## src/rtl/spi_frame_tx_pkg.sv

```systemverilog
// Shared types and constants for the SPI frame transmitter.
package spi_frame_tx_pkg;

  typedef enum logic [2:0] {
    IDLE   = 3'd0,
    CAL    = 3'd1,
    SELECT = 3'd2,
    SHIFT  = 3'd3,
    HOLD   = 3'd4,
    GAP    = 3'd5
  } tx_state_t;

  localparam logic SPI_CLK_IDLE = 1'b0;
  localparam logic SPI_CS_IDLE  = 1'b1;

  localparam int unsigned ENTRY_W = 9;

  // One FIFO entry: frame-end flag plus payload byte.
  typedef struct packed {
    logic       last;
    logic [7:0] data;
  } fifo_entry_t;

endpackage

```

## src/rtl/spi_frame_tx_fifo.sv

```systemverilog
// Single-clock byte FIFO with a first-word-fall-through head and synchronous flush.
module tx_byte_fifo
  import spi_frame_tx_pkg::*;
#(
  parameter int unsigned DEPTH = 16
) (
  input  logic        CLK_40,
  input  logic        reset,
  input  logic        push,
  input  fifo_entry_t wr_entry,
  input  logic        pop,
  output fifo_entry_t rd_entry,
  output logic        full,
  output logic        empty
);

  localparam int unsigned AW = $clog2(DEPTH);
  localparam int unsigned PW = AW + 1;

  logic [PW-1:0] wr_ptr;
  logic [PW-1:0] rd_ptr;
  fifo_entry_t   mem [DEPTH];
  logic          do_push;
  logic          do_pop;

  assign do_push  = push && !full;
  assign do_pop   = pop && !empty;
  assign empty    = (wr_ptr == rd_ptr);
  assign full     = (wr_ptr[AW] != rd_ptr[AW]) && (wr_ptr[AW-1:0] == rd_ptr[AW-1:0]);
  assign rd_entry = mem[rd_ptr[AW-1:0]];

  always_ff @(posedge CLK_40) begin
    if (reset) begin
      wr_ptr <= '0;
      rd_ptr <= '0;
    end else begin
      if (do_push) wr_ptr <= wr_ptr + PW'(1);
      if (do_pop)  rd_ptr <= rd_ptr + PW'(1);
    end
  end

  // Storage is not reset; pointers alone define validity.
  always_ff @(posedge CLK_40) begin
    if (do_push) mem[wr_ptr[AW-1:0]] <= wr_entry;
  end

endmodule

```

## src/rtl/spi_frame_tx.sv

```systemverilog
// SPI transmitter: FIFO-buffered bytes shifted MSB-first, plus a chip-select-high calibration burst.
module spi_frame_tx
  import spi_frame_tx_pkg::*;
#(
  parameter int unsigned CLK_DIV    = 20,
  parameter int unsigned FIFO_DEPTH = 16,
  parameter int unsigned CAL_CYCLES = 64
) (
  input  logic       CLK_40,
  input  logic       reset,
  input  logic [7:0] byte_in,
  input  logic       byte_last,
  input  logic       byte_valid,
  output logic       byte_ready,
  input  logic       cal_start,
  output logic       SPI_clk,
  output logic       SPI_mosi,
  output logic       SPI_cs_n,
  output logic       busy,
  output logic       cal_done
);

  localparam int unsigned PH_W  = $clog2(CLK_DIV);
  localparam int unsigned CAL_W = $clog2(2 * CAL_CYCLES + 1);

  localparam logic [PH_W-1:0]  PH_LAST  = PH_W'(CLK_DIV - 1);
  localparam logic [PH_W-1:0]  PH_PRE   = PH_W'(CLK_DIV - 2);
  localparam logic [CAL_W-1:0] CAL_LAST = CAL_W'(2 * CAL_CYCLES - 1);

  tx_state_t        state;
  logic [PH_W-1:0]  phase;
  logic [PH_W-1:0]  phase_nxt;
  logic             wrap;
  logic [2:0]       bit_idx;
  logic [7:0]       shreg;
  logic             cur_last;
  logic [CAL_W-1:0] cal_cnt;

  fifo_entry_t wr_entry;
  fifo_entry_t head;
  logic        fifo_full;
  logic        fifo_empty;
  logic        fifo_push;
  logic        fifo_pop;

  assign wr_entry   = '{last: byte_last, data: byte_in};
  assign fifo_push  = byte_valid && !fifo_full;
  assign byte_ready = !fifo_full;

  tx_byte_fifo #(
    .DEPTH (FIFO_DEPTH)
  ) u_fifo (
    .CLK_40   (CLK_40),
    .reset    (reset),
    .push     (fifo_push),
    .wr_entry (wr_entry),
    .pop      (fifo_pop),
    .rd_entry (head),
    .full     (fifo_full),
    .empty    (fifo_empty)
  );

  assign wrap      = (phase == PH_LAST);
  assign phase_nxt = wrap ? '0 : phase + PH_W'(1);

  // Pop decision shared with the FSM so the head is consumed exactly when loaded.
  always_comb begin
    fifo_pop = 1'b0;
    case (state)
      IDLE:    fifo_pop = !cal_start && !fifo_empty;
      SHIFT:   fifo_pop = wrap && SPI_clk && (bit_idx == 3'd0) && !cur_last && !fifo_empty;
      HOLD:    fifo_pop = !fifo_empty;
      default: fifo_pop = 1'b0;
    endcase
  end

  always_ff @(posedge CLK_40) begin
    if (reset) begin
      state    <= IDLE;
      phase    <= '0;
      bit_idx  <= '0;
      shreg    <= '0;
      cur_last <= 1'b0;
      cal_cnt  <= '0;
      SPI_clk  <= SPI_CLK_IDLE;
      SPI_mosi <= 1'b0;
      SPI_cs_n <= SPI_CS_IDLE;
      busy     <= 1'b0;
      cal_done <= 1'b0;
    end else begin
      cal_done <= 1'b0;
      phase    <= phase_nxt;
      case (state)
        IDLE: begin
          phase <= '0;
          if (cal_start) begin
            state   <= CAL;
            busy    <= 1'b1;
            cal_cnt <= '0;
          end else if (fifo_pop) begin
            state    <= SELECT;
            busy     <= 1'b1;
            SPI_cs_n <= 1'b0;
            shreg    <= head.data;
            SPI_mosi <= head.data[7];
            cur_last <= head.last;
            bit_idx  <= 3'd7;
          end
        end
        CAL: begin
          if ((cal_cnt == CAL_LAST) && (phase == PH_PRE)) cal_done <= 1'b1;
          if (wrap) begin
            SPI_clk <= ~SPI_clk;
            cal_cnt <= cal_cnt + CAL_W'(1);
            if (cal_cnt == CAL_LAST) begin
              SPI_clk <= SPI_CLK_IDLE;
              state   <= IDLE;
              busy    <= 1'b0;
            end
          end
        end
        SELECT: begin
          if (wrap) begin
            SPI_clk <= 1'b1;
            state   <= SHIFT;
          end
        end
        SHIFT: begin
          if (wrap) begin
            if (!SPI_clk) begin
              SPI_clk <= 1'b1;
            end else begin
              SPI_clk <= 1'b0;
              if (bit_idx != 3'd0) begin
                SPI_mosi <= shreg[6];
                shreg    <= {shreg[6:0], 1'b0};
                bit_idx  <= bit_idx - 3'd1;
              end else if (cur_last) begin
                state <= GAP;
              end else if (fifo_pop) begin
                shreg    <= head.data;
                SPI_mosi <= head.data[7];
                cur_last <= head.last;
                bit_idx  <= 3'd7;
              end else begin
                state <= HOLD;
              end
            end
          end
        end
        HOLD: begin
          // Clock parked low; the next rising edge comes CLK_DIV cycles after the reload.
          phase <= '0;
          if (fifo_pop) begin
            shreg    <= head.data;
            SPI_mosi <= head.data[7];
            cur_last <= head.last;
            bit_idx  <= 3'd7;
            state    <= SHIFT;
          end
        end
        GAP: begin
          if (wrap) begin
            SPI_cs_n <= SPI_CS_IDLE;
            SPI_mosi <= 1'b0;
            state    <= IDLE;
            busy     <= 1'b0;
          end
        end
        default: begin
          state <= IDLE;
          busy  <= 1'b0;
        end
      endcase
    end
  end

endmodule

```

## config.mk

```make
export PLATFORM = sky130hd
export DESIGN_NAME = spi_frame_tx
export DESIGN_NICKNAME = d
export VERILOG_FILES = /design/src/rtl/spi_frame_tx_pkg.sv /design/src/rtl/spi_frame_tx_fifo.sv /design/src/rtl/spi_frame_tx.sv
export SDC_FILE = /design/constraint.sdc
export NUM_CORES = 1
export LEC_CHECK = 0
export CORE_ASPECT_RATIO = 1.2
export CORE_MARGIN = 1
export CORE_UTILIZATION = 62
export DETAILED_ROUTE_END_ITERATION = 10
export PLACE_DENSITY = 0.79
export SLEW_MARGIN = 20
export SYNTH_ARGS = -nofsm -noshare
export SYNTH_HDL_FRONTEND = slang
export SYNTH_HIERARCHICAL = 1
export SYNTH_SLANG_ARGS = --single-unit
```

## constraint.sdc

```tcl
create_clock -name CLK_40 -period 3.6 [get_ports CLK_40]
set_input_delay 0.72 -clock CLK_40 [delete_from_list [all_inputs] [get_ports CLK_40]]
set_output_delay 0.72 -clock CLK_40 [all_outputs]
set_load 0.02 [all_outputs]
```

==> results.json <==
{
  "ys_dominant_reg_cell": "edfxtp_1",
  "drc": 0,
  "hpwl_um": 10800,
  "synth_edf_count": 144,
  "gr-usage-all-layers_pct": 27.6,
  "clock-sinks": 190,
  "seq_area_um2": 5250,
  "initial_utilization_pct": 64.2,
  "worstPathArrival_ns": 3.57,
  "ctsResizeCount": 0,
  "cpMostUsedCell": "inv_1",
  "grt_start_max_net_pins": 23,
  "gp_routability_congestion": 0.883,
  "core_um2": 12800,
  "worst_slew_pin_slew_ns": 0.771,
  "wl_per_cell_um": 24.1,
  "number_of_antenna_violations_at_the_first_check_in_global_routing": 0,
  "netSwitchingPower_w": 0.00120,
  "globalRoute.totalOverflow": 0,
  "synth_fp_nets": 537,
  "post_synth_simple_gate_area_pct": 9.09,
  "worst_setup_path_start_kind": "register",
  "post_synthesis_xor_xnor_area_fraction_pct": 1.49,
  "max_cap_viol_count": 0,
  "count_of_final_max_slew_check_failures": 0,
  "final.fill_count": 800,
  "syn-instance-count": 514,
  "post_synth.cell_area_avg_um2": 16.0,
  "insertion_delay_of_the_later_clocked_pin_in_the_worst_skew_pair_ns": 0.43,
  "cp-end-kind": "register",
  "finalNonFillerCells": 715,
  "syn_area_um2": 8250,
  "r2r_setup_slack_ns": 0.35,
  "holdCritPathClass": "register to register",
  "synth_compound_gate_area_share_pct": 6.60,
  "max-clock-path-buffers": 2,
  "cts.hold.buffers_added": 0,
  "power.density_nw_per_um2": 530,
  "timing.critical_path.cells": "xnor2_1 -> and4_1 -> nand2_1 -> inv_1 -> or4b_1 -> nor3_2 -> nor2_2 -> inv_1 -> inv_1 -> a21oi_2 -> mux2_2",
  "drt-pass1-iter-count": 7,
  "comb_power_share_pct": 11.8,
  "internal_power_w": 0.00363,
  "post_synth_fa_ha_maj_area_fraction_pct": 1.52,
  "layout_min_cycle_time_ns": 3.25,
  "port_buffers": 18,
  "combinational_family_with_the_most_area_after_synthesis": "multiplexers",
  "setup_total_negative_slack_ns": 0,
  "hold-worst-slack_ns": 0.465,
  "fp.dieW_um": 107,
  "run_status": "finished, final reports clean",
  "area_growth_syn_to_layout_pct": 10.6,
  "cts-buffers-inserted": 17,
  "dr.first_iter.drc_count": 544,
  "finalSetupViolCount": 0,
  "chipHeight_um": 128,
  "mux_contribution_to_synthesized_area_pct": 14.9,
  "required_ns": 3.91,
  "grt_pass1_wl_um": 26900,
  "pwr-share-clk_pct": 36.1,
  "multi_input_area_um2": 2770,
  "layout-drive-gt1-share_pct": 13.6,
  "final_hold_viol_count": 0,
  "register_area_share_after_synthesis_pct": 63.6,
  "htree_num_levels": 4,
  "ranking_of_synthesized_cells_by_area": "edfxtp_1, dfxtp_1, mux4_1, mux4_2, ha_1",
  "clockRootBuffer": "clkbuf_16",
  "slowest_stage": "or4b_1",
  "final_antenna_net_count": 0,
  "vias": 4694,
  "cts_tree": "done",
  "place_inst": 683,
  "netSwitchingFraction_pct": 24.8,
  "sequentialPowerShare_pct": 52.2,
  "cp_slowest_stage_delay_ns": 0.55,
  "worst_ir_drop_vdd_v": 0.000413,
  "totalWireLength_um": 17200,
  "die_area_um2": 13800,
  "worst_setup_hold_path_clk_slew_ns": 0.06,
  "synthDominantAreaCellType": "edfxtp_1",
  "n_diodes": 0,
  "crit_path_max_fanout": 8,
  "top_level_ports": 19,
  "grt_setup_unrepaired": "no",
  "synth.distinct_cells": 75,
  "post_route_clock_skew_ns": 0.0127,
  "critical_path_class": "register to register",
  "relSlewSlack_pct": 48.5,
  "postCtsSetupRepairBufs": 0,
  "synth.yosys.warnings": 6,
  "post_drt_via_cell_ratio": 6.57,
  "synth_largest_type_area_fraction_pct": 52.4,
  "timing.final.crit_share_pct": 90.4,
  "finalNetCount": 561,
  "async_reset_ff_share_pct": 0,
  "grt_pass1_vias": 4817,
  "yosys_register_bits": 190,
  "std_cell_rows": 45,
  "p_leak_nw": 3.03,
  "max_freq_mhz": 307
}
-- sequential cells by signal, indices dropped and copies added (netlist names), named ones only --
signal and flops:
cur_last 1, SPI_cs_n 1, state 3, u_fifo/mem 144, SPI_mosi 1, cal_cnt 8, cal_done 1, u_fifo/rd_ptr 5
shreg 7, phase 5, bit_idx 3, SPI_clk 1, u_fifo/wr_ptr 5, busy 1
-- Yosys cell counts, drive strengths merged, types with 2 or more instances --
cell type and count:
a211oi 5, a21oi 21, a311o 2, a31oi 2, and2b 2, and3 16, and4 3, buf 13
clkbuf 11, clkinv 2, dfxtp 46, edfxtp 144, ha 10, inv 22, mux2 5, mux2i 4
mux4 45, nand2 15, nand2b 3, nand3 10, nand3b 3, nand4 5, nand4b 3, nor2 26
nor2b 9, nor3 7, nor4 6, o211ai 3, o21ai 10, o221a 5, o311ai 5, o31ai 2
o32a 2, or2 2, or3 3, or3b 3, or4 2, xnor2 9, xor2 5
-- critical path, delay by kind of cell, from the launching register on --
| family | cells | cell delay [ns] |
|---|---|---|
| mux | 1 | 0.38 |
| xor+xnor | 1 | 0.12 |
| compound gates | 1 | 0.25 |
| buf+inv | 3 | 0.38 |
| flops | 1 | 0.46 |
| simple gates | 5 | 1.55 |
-- final timing paths --
check | startpoint | end | cells past startpoint
min | phase[0] | phase[0] | 1
min reg2reg | phase[0] | phase[0] | 1
max reg2reg | u_fifo/wr_ptr[2] | u_fifo/rd_ptr[0] | 11
max | u_fifo/wr_ptr[2] | u_fifo/rd_ptr[0] | 11
-- cells in the final DEF, fill, tap and decap left out, types with 5 or more instances in the layout --
master and n:
clkinv_1 5, ha_1 10, a211oi_1 5, mux4_2 13, buf_4 11, edfxtp_1 144, a21oi_1 20, nor2_1 25
o21ai_0 9, inv_1 22, nand3_1 10, clkdlybuf4s50_1 18, xnor2_1 9, nand2_1 15, nand4_1 5, o311ai_0 5
nor4_1 5, and3_1 16, mux4_1 32, clkbuf_16 17, mux2_2 5, xor2_1 5, dfxtp_1 45, nor2b_1 9
o221a_2 5
-- kinds of logic (layout without fill, tap and decap cells) --
family,after synthesis,after routing
AOI/OAI and AO/OA,73,73
xor gates and xnor gates,14,14
adders and majority gates,10,10
buffers and inverters,48,85
DFF,190,190
muxes,54,54
and+or+nand+nor,125,125
-- metal layers --
layer	track usage [%]	wire (um)
met1	33.1	6810
met3	5.93	874
met5	0	0
met4	10.6	448
met2	49.1	9110
-- power by group through the flow --
stage | logic [W] | clock network [W] | registers [W]
detailed placement | 0.000560 | 0 | 0.00257
CTS | 0.000568 | 0.00176 | 0.00252
global route | 0.000617 | 0.00185 | 0.00253
finish | 0.000569 | 0.00174 | 0.00252
global placement | 0.000543 | 0 | 0.00256
floorplan | 0.000465 | 0 | 0.00252
-- per-stage QoR --
stage / instance area [um^2] / util [%] / worst slack [ns] / power [W]
2_1_floorplan: 8250 / - / 0.789 / 0.00298
3_3_place_gp: 8580 / 66.8 / 0.505 / 0.00310
3_5_place_dp: 8580 / 66.8 / 0.393 / 0.00312
4_1_cts: 9120 / 71.1 / 0.337 / 0.00485
5_1_grt: 9120 / 71.1 / 0.151 / 0.00500
6_report: 9120 / 71.1 / 0.346 / 0.00483
-- area by class of cell --
| class | instances | share of cell area (%) |
|---|---|---|
| Clock buffer | 18 | 4.71 |
| Clock inverter | 14 | 1.28 |
| Inverter | 24 | 0.988 |
| Multi-Input combinational cell | 276 | 30.4 |
| Sequential cell | 190 | 57.5 |
| Tap cell | 164 | 2.25 |
| Timing Repair Buffer | 29 | 2.88 |
Note: power is estimated with default switching activity, not from simulation.
